$ cat config.mk
export PLATFORM = sky130hd
export DESIGN_NAME = fft_frame_loader
export DESIGN_NICKNAME = d
export VERILOG_FILES = /design/src/rtl/fft_frame_loader.sv
export SDC_FILE = /design/constraint.sdc
export NUM_CORES = 1
export LEC_CHECK = 0
export ABC_AREA = 1
export CAP_MARGIN = 20
export CORE_MARGIN = 2
export CORE_UTILIZATION = 45
export CTS_CLUSTER_DIAMETER = 200
export DETAILED_ROUTE_END_ITERATION = 8
export GPL_ROUTABILITY_DRIVEN = 0
export HOLD_SLACK_MARGIN = 0.03
export PLACE_DENSITY = 0.69
export SYNTH_ARGS = -nofsm -noshare
export SYNTH_HDL_FRONTEND = slang
export SYNTH_SLANG_ARGS = --single-unit
$ cat constraint.sdc
create_clock -name clk -period 4 [get_ports clk]
set_input_delay 0.4 -clock clk [delete_from_list [all_inputs] [get_ports clk]]
set_output_delay 0.4 -clock clk [all_outputs]
set_load 0.005 [all_outputs]
$ cat src/rtl/fft_frame_loader.sv
// Collects a serial stream of complex samples into ping-pong frame banks for a parallel-input FFT.
// Latency: frame_valid rises one cycle after the sample that completes a frame.
// Backpressure: in_ready drops while both banks hold unconsumed frames; a presented frame is held until frame_ready.
module fft_frame_loader #(
  parameter int N = 4,
  parameter int W = 16
) (
  input  logic                clk,
  input  logic                rst,
  input  logic                in_valid,
  output logic                in_ready,
  input  logic signed [W:0]   in_re,
  input  logic signed [W:0]   in_im,
  input  logic                in_last,
  output logic                frame_valid,
  input  logic                frame_ready,
  output logic signed [W:0]   frame_x [N][1:0],
  output logic                frame_err
);

  localparam int IW = $clog2(N);
  localparam logic [IW-1:0] LAST_IDX = IW'(N - 1);

  // Two frame banks; contents are never reset, only overwritten by new samples
  logic signed [W:0] bank [2][N][1:0];

  logic          wr_bank;
  logic          rd_bank;
  logic [IW-1:0] idx;
  logic [1:0]    full_cnt;
  logic [1:0]    full_nxt;

  logic accept;
  logic done;
  logic trunc;
  logic consume;

  // Ready is held low during reset so nothing is accepted while state is being cleared
  assign in_ready = ~rst & (full_cnt < 2'd2);
  assign accept   = in_valid & in_ready;
  assign done     = accept & (idx == LAST_IDX);
  assign trunc    = accept & in_last & (idx != LAST_IDX);
  assign consume  = frame_valid & frame_ready;

  // Net change in stored frames: a simultaneous completion and consumption cancel out
  always_comb begin
    full_nxt = full_cnt + {1'b0, done} - {1'b0, consume};
  end

  // Write the accepted sample into the current slot of the write bank
  always_ff @(posedge clk) begin
    if (accept) begin
      bank[wr_bank][idx][0] <= in_re;
      bank[wr_bank][idx][1] <= in_im;
    end
  end

  // Frame assembly, bank pointers, occupancy and the registered status outputs
  always_ff @(posedge clk or posedge rst) begin
    if (rst) begin
      idx         <= '0;
      wr_bank     <= 1'b0;
      rd_bank     <= 1'b0;
      full_cnt    <= 2'd0;
      frame_valid <= 1'b0;
      frame_err   <= 1'b0;
    end else begin
      if (accept) begin
        if (done) begin
          // A full frame completes even if in_last arrives with it
          idx     <= '0;
          wr_bank <= ~wr_bank;
        end else if (in_last) begin
          // Short frame: restart the slot index and leave the bank to be overwritten
          idx <= '0;
        end else begin
          idx <= idx + IW'(1);
        end
      end
      if (consume) begin
        rd_bank <= ~rd_bank;
      end
      full_cnt    <= full_nxt;
      frame_valid <= (full_nxt != 2'd0);
      frame_err   <= trunc;
    end
  end

  // Present the read bank only while a frame is valid, otherwise zeros
  always_comb begin
    for (int k = 0; k < N; k++) begin
      for (int c = 0; c < 2; c++) begin
        frame_x[k][c] = '0;
        if (frame_valid) begin
          frame_x[k][c] = bank[rd_bank][k][c];
        end
      end
    end
  end

endmodule

==> flow_summary_export.csv, run 1 <==
group,metric,value,unit
logic_synthesis,synthXorXnorAreaFrac,0.08220,%
route,viasPerCell,5.147,
power_and_ir_drop,seqPwrFrac,37.3,%
critical_path,rr_worst_depth,8,
power_and_ir_drop,finalPower,9719,uW
global_route,antenna_found_initial,0,
logic_synthesis,ys_seq_area_share,78.53,%
hold_path,hold_class,"primary input to async pin",
clock_network,clk_pin_slew,60,ps
logic_synthesis,avgSynthCellArea,13.56,um2
timing,post-route-min-period,3490,ps
power_and_ir_drop,max-vdd-ir-drop,0.4260,mV
floorplanning,die_h,157.9,um
critical_path,cp_top_family,"buffers and inverters",
logic_synthesis,synthTopCellsByArea,"edfxtp_1 77%, nor2_1 9.7%, o21ai_0 6.2%",
logic_synthesis,ys_seq_elements,280,
run,drv_cap,0,
logic_synthesis,synth_compound_area_share,6.482,%
clock_network,post_cts_resize_count,0,
cells_and_area,num_antenna_cells,0,
logic_synthesis,synth_top_area_cell,"edfxtp_1",
clock_network,cts_buffers,28,
logic_synthesis,synthCells,786,
timing,finalHoldViolCount,0,
place,port_buffers,177,
global_route,track_usage,20.20,%
clock_network,postCtsSetupBuffers,0,
timing,fmax,0.2865,GHz
critical_path,critPathRequiredTime,3600,ps
timing,period_share,87.26,%
power_and_ir_drop,combPwrFrac,34.1,%
floorplanning,initial_core_util,45.67,%
clock_network,holdBufCountCts,0,
logic_synthesis,synth-simple-area-share,10.70,%
critical_path,max_stage_delay,740,ps
cells_and_area,drive_gt1_share,7.778,%
place,dp_hpwl,14940,um
logic_synthesis,synth_top_family_by_area,"simple AND/OR/NAND/NOR gates",
cells_and_area,finish.instance_area,13720,um2
timing,fin_ws,509.7,ps
floorplanning,die_w,157.9,um
critical_path,path_cells,"inv_4, buf_4, nor2_1, nor2_1, clkdlybuf4s50_1",
place,place_ws,1062,ps
floorplanning,core_area,23330,um2
timing,maxSlewViolCount,0,
floorplanning,rows,56,
route,drt_iter0_markers,549,
clock_network,htreeDepth,1,
clock_network,cts_root_buf,"clkbuf_16",
route,vias,6737,
route,drc,0,
global_route,overflow,0,
global_route,grt_pass1_vias,6603,
route,dr.pass1.iters,5,
clock_network,cts.sinks,280,
route,wl_per_cell,19.34,um
cells_and_area,syn_to_final_growth,28.77,%
outcome,status,"finished, final reports clean",
critical_path,worst-path-stages,5,
timing,clock_skew,10.06,ps
power_and_ir_drop,power_density,708.3,nW/um2
logic_synthesis,synthMuxAreaShare,0,%
power_and_ir_drop,power.switching,2927,uW
route,final_antenna_net_count,0,
power_and_ir_drop,pwr-share-clk,28.5,%
critical_path,arrival,3090,ps
cells_and_area,final_cell_mix,"273 x nor2_1, 272 x edfxtp_1, 177 x clkdlybuf4s50_1",
logic_synthesis,synth-warning-count,0,
place,dpl_cell_area,12710,um2
clock_network,clk_path_buf_depth,3,
floorplanning,dieArea,24920,um2
critical_path,start_kind,"register",
critical_path,critPathSlowestCell,"dfrtp_4",
critical_path,worstPathBufferInverterCount,3,
floorplanning,ioPinCount,178,
critical_path,critPathKind,"register to primary output",
logic_synthesis,syn_area,10660,um2
clock_network,cts_tree,"done",
logic_synthesis,yosys.area.top_type_share,76.66,%
timing,setup_violations,0,
cells_and_area,final_nets,1013,
global_route,grt_pass1_wl,37740,um
timing,slew_headroom,38.26,%
timing,worstMarginPinSlew,924.8,ps
critical_path,path_common_cell,"nor2_1",
timing,fin_tns_setup,0,ps
clock_network,clkLatencyLatePin,530,ps
critical_path,crit_path_end_kind,"primary output",
power_and_ir_drop,p_leak,0.004738,uW
cells_and_area,final_common_cell,"nor2_1",
global_route,grt_max_degree,125,
timing,rsz0062_at_grt,"false",
logic_synthesis,synthDistinctLibCells,19,
logic_synthesis,synthAdderAreaFrac,0.7046,%
critical_path,cp_max_fo,68,
route,drt_wl_total,25320,um
logic_synthesis,synth_fp_nets,831,
power_and_ir_drop,p_sw_share,30.11,%
power_and_ir_drop,internal_power,6792,uW
synth_stat cells:
| library cell | instances |
|---|---|
| nor2_1 | 274 |
| edfxtp_1 | 272 |
| o21ai_0 | 132 |
| buf_6 | 15 |
| clkbuf_1 | 15 |
| inv_1 | 15 |
| nand2_1 | 13 |
| clkbuf_2 | 11 |
| dfrtp_1 | 8 |
| nor3_1 | 7 |
| ha_1 | 6 |
| o21ai_1 | 6 |
| buf_4 | 3 |
| nand3_1 | 3 |
| buf_2 | 2 |
| inv_2 | 1 |
| nand4_1 | 1 |
| nor2_2 | 1 |
| xor2_1 | 1 |
per-stage QoR:
step | utilization, % | hold WS (ps) | cells
global route | 58.81 | 186.2 | 1309
finish | 58.81 | 175.0 | 1309
global placement | 54.48 | 486.8 | 1256
detailed placement | 54.48 | 496.6 | 1256
floorplan | - | 215.7 | 786
CTS | 58.72 | 171.7 | 1308
power groups by stage:
stage	Combinational, uW	Clock, uW	Sequential, uW
after floorplan	1600	0	3520
after global placement	3220	0	3760
after detailed placement	3250	0	3760
after CTS	3280	2820	3700
after global routing	3650	2940	3660
final	3320	2770	3630
worst paths after layout:
path	start	end	slack (ps)
min in group clk	in_last	frame_err$_DFF_PP0_	490
min reg2reg	full_cnt[0]$_DFF_PP0_	full_cnt[0]$_DFF_PP0_	510
max	rd_bank$_DFFE_PP0P_	frame_x[32]	510
max in group asynchronous	rst	frame_valid$_DFF_PP0_	3550
max reg2reg	frame_valid$_DFF_PP0_	frame_valid$_DFF_PP0_	1890
min	rst	rd_bank$_DFFE_PP0P_	180
flip-flops by register name, indices dropped and copies added, names as in the netlist:
name         flops
idx              2
frame_valid      1
frame_err        1
bank           272
wr_bank          1
full_cnt         2
rd_bank          1
cell families after synthesis:
logic type,count (synthesis)
AO/OA/AOI/OAI,138
XOR/XNOR,1
adder cells (fa/ha/maj),6
buffers and inverters,62
flip-flops,280
AND/OR/NAND/NOR,299
area by class of cell:
type | instances | area, um2
inverter | 16 | 62.56
multi-input combinational | 444 | 1952
tap | 319 | 399.1
fill | 1862 | 9612
clock inverter | 19 | 249.0
sequential | 280 | 8376
clock buffer | 33 | 740.7
timing repair buffer | 198 | 1942
routing by layer:
layer / vias to the layer above / routed length (um) / GRT usage [%]
met5: - / 0 / 0
met4: 0 / 679 / 6.710
met3: 44 / 1673 / 3.203
met2: 260 / 12260 / 33.37
met1: 3307 / 10700 / 27.55
li1: 3126 / - / -
No activity file was read; power rests on OpenSTA's default activity.
==> run 2, diff against run 1 <==
Settings changed: ABC_AREA 1 to 0, CAP_MARGIN 20 to unset.
==> run 2 against run 1 <==
Effect of this change: sequential share of layout area shrank 1.0 points; sequential power hardly changed; area after synthesis grew 5.3%; global-route usage fell by 4.0 points; clock skew up 7.1 ps; non-clock buffer count is 18 lower; routed wire length is 16% lower.
==> flow_summary_export.csv, run 2 <==
group,metric,value,unit
outcome,status,"finished, final reports clean",
route,drt_wl_total,21360,um
critical_path,arrival,2840,ps
floorplanning,die_w,161.9,um
route,drt_iter0_markers,300,
route,dr_wl_met3,1188,um
hold_path,hold_class,"primary input to async pin",
critical_path,cp_top_family,"buffers and inverters",
route,final_antenna_net_count,0,
floorplanning,dieArea,26210,um2
cells_and_area,postLayoutCoreUtil,57.20,%
run,drv_cap,0,
logic_synthesis,synthCells,618,
floorplanning,rows,57,
clock_network,cts_buffers,27,
timing,period_share,80.93,%
timing,fin_ws,763.0,ps
critical_path,cp_max_fo,39,
cells_and_area,drive_gt1_share,6.487,%
timing,worstMarginPinSlew,1024,ps
critical_path,path_cells,"buf_4, mux2i_1, nor2b_1, clkdlybuf4s50_1",
timing,rsz0062_at_grt,"false",
global_route,track_usage,16.23,%
logic_synthesis,synth_edf_count,272,
global_route,grt_pass1_vias,5823,
clock_network,clk_path_buf_depth,3,
critical_path,max_stage_delay,860,ps
route,met2_length,10550,um
clock_network,postCtsSetupBuffers,0,
route,wl_per_cell,18.72,um
route,vias,5561,
timing,slew_headroom,31.71,%
critical_path,critPathKind,"register to primary output",
cells_and_area,regMostFlops,"bank",
logic_synthesis,synthDistinctLibCells,21,
global_route,grt_max_degree,139,
global_route,overflow,0,
place,dpl_cell_area,13100,um2
floorplanning,die_h,161.9,um
logic_synthesis,synth_fp_nets,663,
logic_synthesis,ys_seq_area_share,74.58,%
critical_path,crit_path_end_kind,"primary output",
timing,maxSlewViolCount,0,
cells_and_area,final_common_cell,"edfxtp_1",
global_route,antenna_found_initial,0,
logic_synthesis,async_reset_ff_share,2.857,%
logic_synthesis,avgSynthCellArea,18.16,um2
logic_synthesis,synthTopCellsByArea,"edfxtp_1 73%, mux2i_1 12%, nor2b_1 7.6%",
clock_network,htreeDepth,1,
logic_synthesis,synth-warning-count,0,
cells_and_area,final_cell_mix,"272 x edfxtp_1, 177 x clkdlybuf4s50_1, 138 x mux2i_1",
clock_network,holdBufCountCts,0,
clock_network,cts.sinks,280,
timing,setup_violations,0,
critical_path,critPathSlowestCell,"dfrtp_4",
global_route,grt_pass1_wl,32720,um
critical_path,critPathRequiredTime,3600,ps
timing,post-route-min-period,3237,ps
route,dr.pass1.iters,4,
place,place_ws,1214,ps
clock_network,cts_tree,"done",
route,drc,0,
timing,clock_skew,17.12,ps
clock_network,post_cts_resize_count,0,
logic_synthesis,synthFlopType,"edfxtp_1",
cells_and_area,finish.instance_area,13950,um2
logic_synthesis,ys_seq_elements,280,
clock_network,clkLatencyLatePin,520,ps
logic_synthesis,synth_top_area_cell,"edfxtp_1",
cells_and_area,syn_to_final_growth,24.33,%
timing,fmax,0.3089,GHz
cells_and_area,final_nets,842,
critical_path,start_kind,"register",
timing,finalHoldViolCount,0,
floorplanning,ioPinCount,178,
logic_synthesis,syn_area,11220,um2
clock_network,cts_root_buf,"clkbuf_16",
place,port_buffers,177,
timing,fin_tns_setup,0,ps
logic_synthesis,synth_commonest_cells,"272 x edfxtp_1, 138 x mux2i_1, 137 x nor2b_1",
route,viasPerCell,4.874,
cells_and_area,top_regs,"bank (272), full_cnt (2), idx (2)",
power_and_ir_drop,power_density,634.8,nW/um2
place,dp_hpwl,13460,um
logic_synthesis,yosysMostFrequentCell,"edfxtp_1",
clock_network,clk_pin_slew,60,ps
power_and_ir_drop,max-vdd-ir-drop,0.5974,mV
route,top_layer,"met4",
logic_synthesis,yosys.area.top_type_share,72.79,%
critical_path,worstPathBufferInverterCount,2,
floorplanning,initial_core_util,46.00,%
cells_and_area,num_antenna_cells,0,
route,wl_met1,9397,um
cells_and_area,largest_reg_flops,272,
floorplanning,core_area,24390,um2
power_and_ir_drop,p_leak,0.004902,uW
-- run 2: cell types whose count changed after synthesis, moves of 4 or more --
cell	before	now
nor2_1	274	3
mux2i_1	0	138
nor2b_1	0	137
o21ai_0	132	0
buf_12	0	14
buf_6	15	1
nand2_1	13	0
clkbuf_2	11	0
inv_1	15	5
nor3_1	7	0
o21ai_1	6	0
and2_1	0	5
and3_1	0	4
-- run 2: cell type report --
class | instances | area, um2
Tap cell | 324 | 405.4
Multi-Input combinational cell | 303 | 2495
Clock inverter | 11 | 102.6
Fill cell | 1920 | 10440
Timing Repair Buffer | 180 | 1807
Sequential cell | 280 | 8376
Inverter | 5 | 18.77
Clock buffer | 38 | 747.0
-- run 2: routing by layer --
metal  track usage (%)  vias to the layer above
li1                  -                     2645
met1             21.94                     2743
met2             27.60                      156
met3             3.192                       17
met4             3.379                        0
met5                 0                        -
-- run 2: path summary, 6_finish.rpt --
path / from / endpoint / depth (start not counted) / slack (ps)
max reg2reg: frame_valid$_DFF_PP0_ / frame_valid$_DFF_PP0_ / 6 / 1660
max: rd_bank$_DFFE_PP0P_ / frame_x[65] / 4 / 760
min in group clk: full_cnt[0]$_DFF_PP0_ / full_cnt[0]$_DFF_PP0_ / 1 / 530
min: rst / frame_valid$_DFF_PP0_ / 2 / 310
max in group asynchronous: rst / rd_bank$_DFFE_PP0P_ / 2 / 3420
min reg2reg: full_cnt[0]$_DFF_PP0_ / full_cnt[0]$_DFF_PP0_ / 1 / 530
-- run 2: worst register-to-register path, cell delays in order (launching register included) --
cell and delay [ps]:
dfrtp_4 1090, and2_1 310, ha_1 240, inv_1 60, ha_1 160, xnor2_1 180
mux2i_1 220
-- run 2: metrics by stage --
step / total power, uW / std cells / hold slack (ps)
floorplan: 5297 / 618 / 215.7
global placement: 6505 / 1092 / 507.8
detailed placement: 6557 / 1092 / 529.1
CTS: 8966 / 1141 / 302.6
global route: 9285 / 1141 / 332.8
finish: 8857 / 1141 / 305.9
-- run 2: cell families (layout without fill, tap and decap cells) --
logic type / after synthesis / in the layout / share of synthesized area (%)
buf+inv: 35 / 234 / 3.278
xor+xnor: 4 / 4 / 0.3123
simple gates: 154 / 154 / 8.753
flops: 280 / 280 / 74.58
fa+ha+maj: 6 / 6 / 0.6690
mux: 139 / 139 / 12.41
-- run 2: power by group --
group	total [uW]	switching [uW]	internal [uW]
sequential	3660	269	3390
combinational	2780	1070	1710
clock	2410	986	1420
total	8860	2330	6530
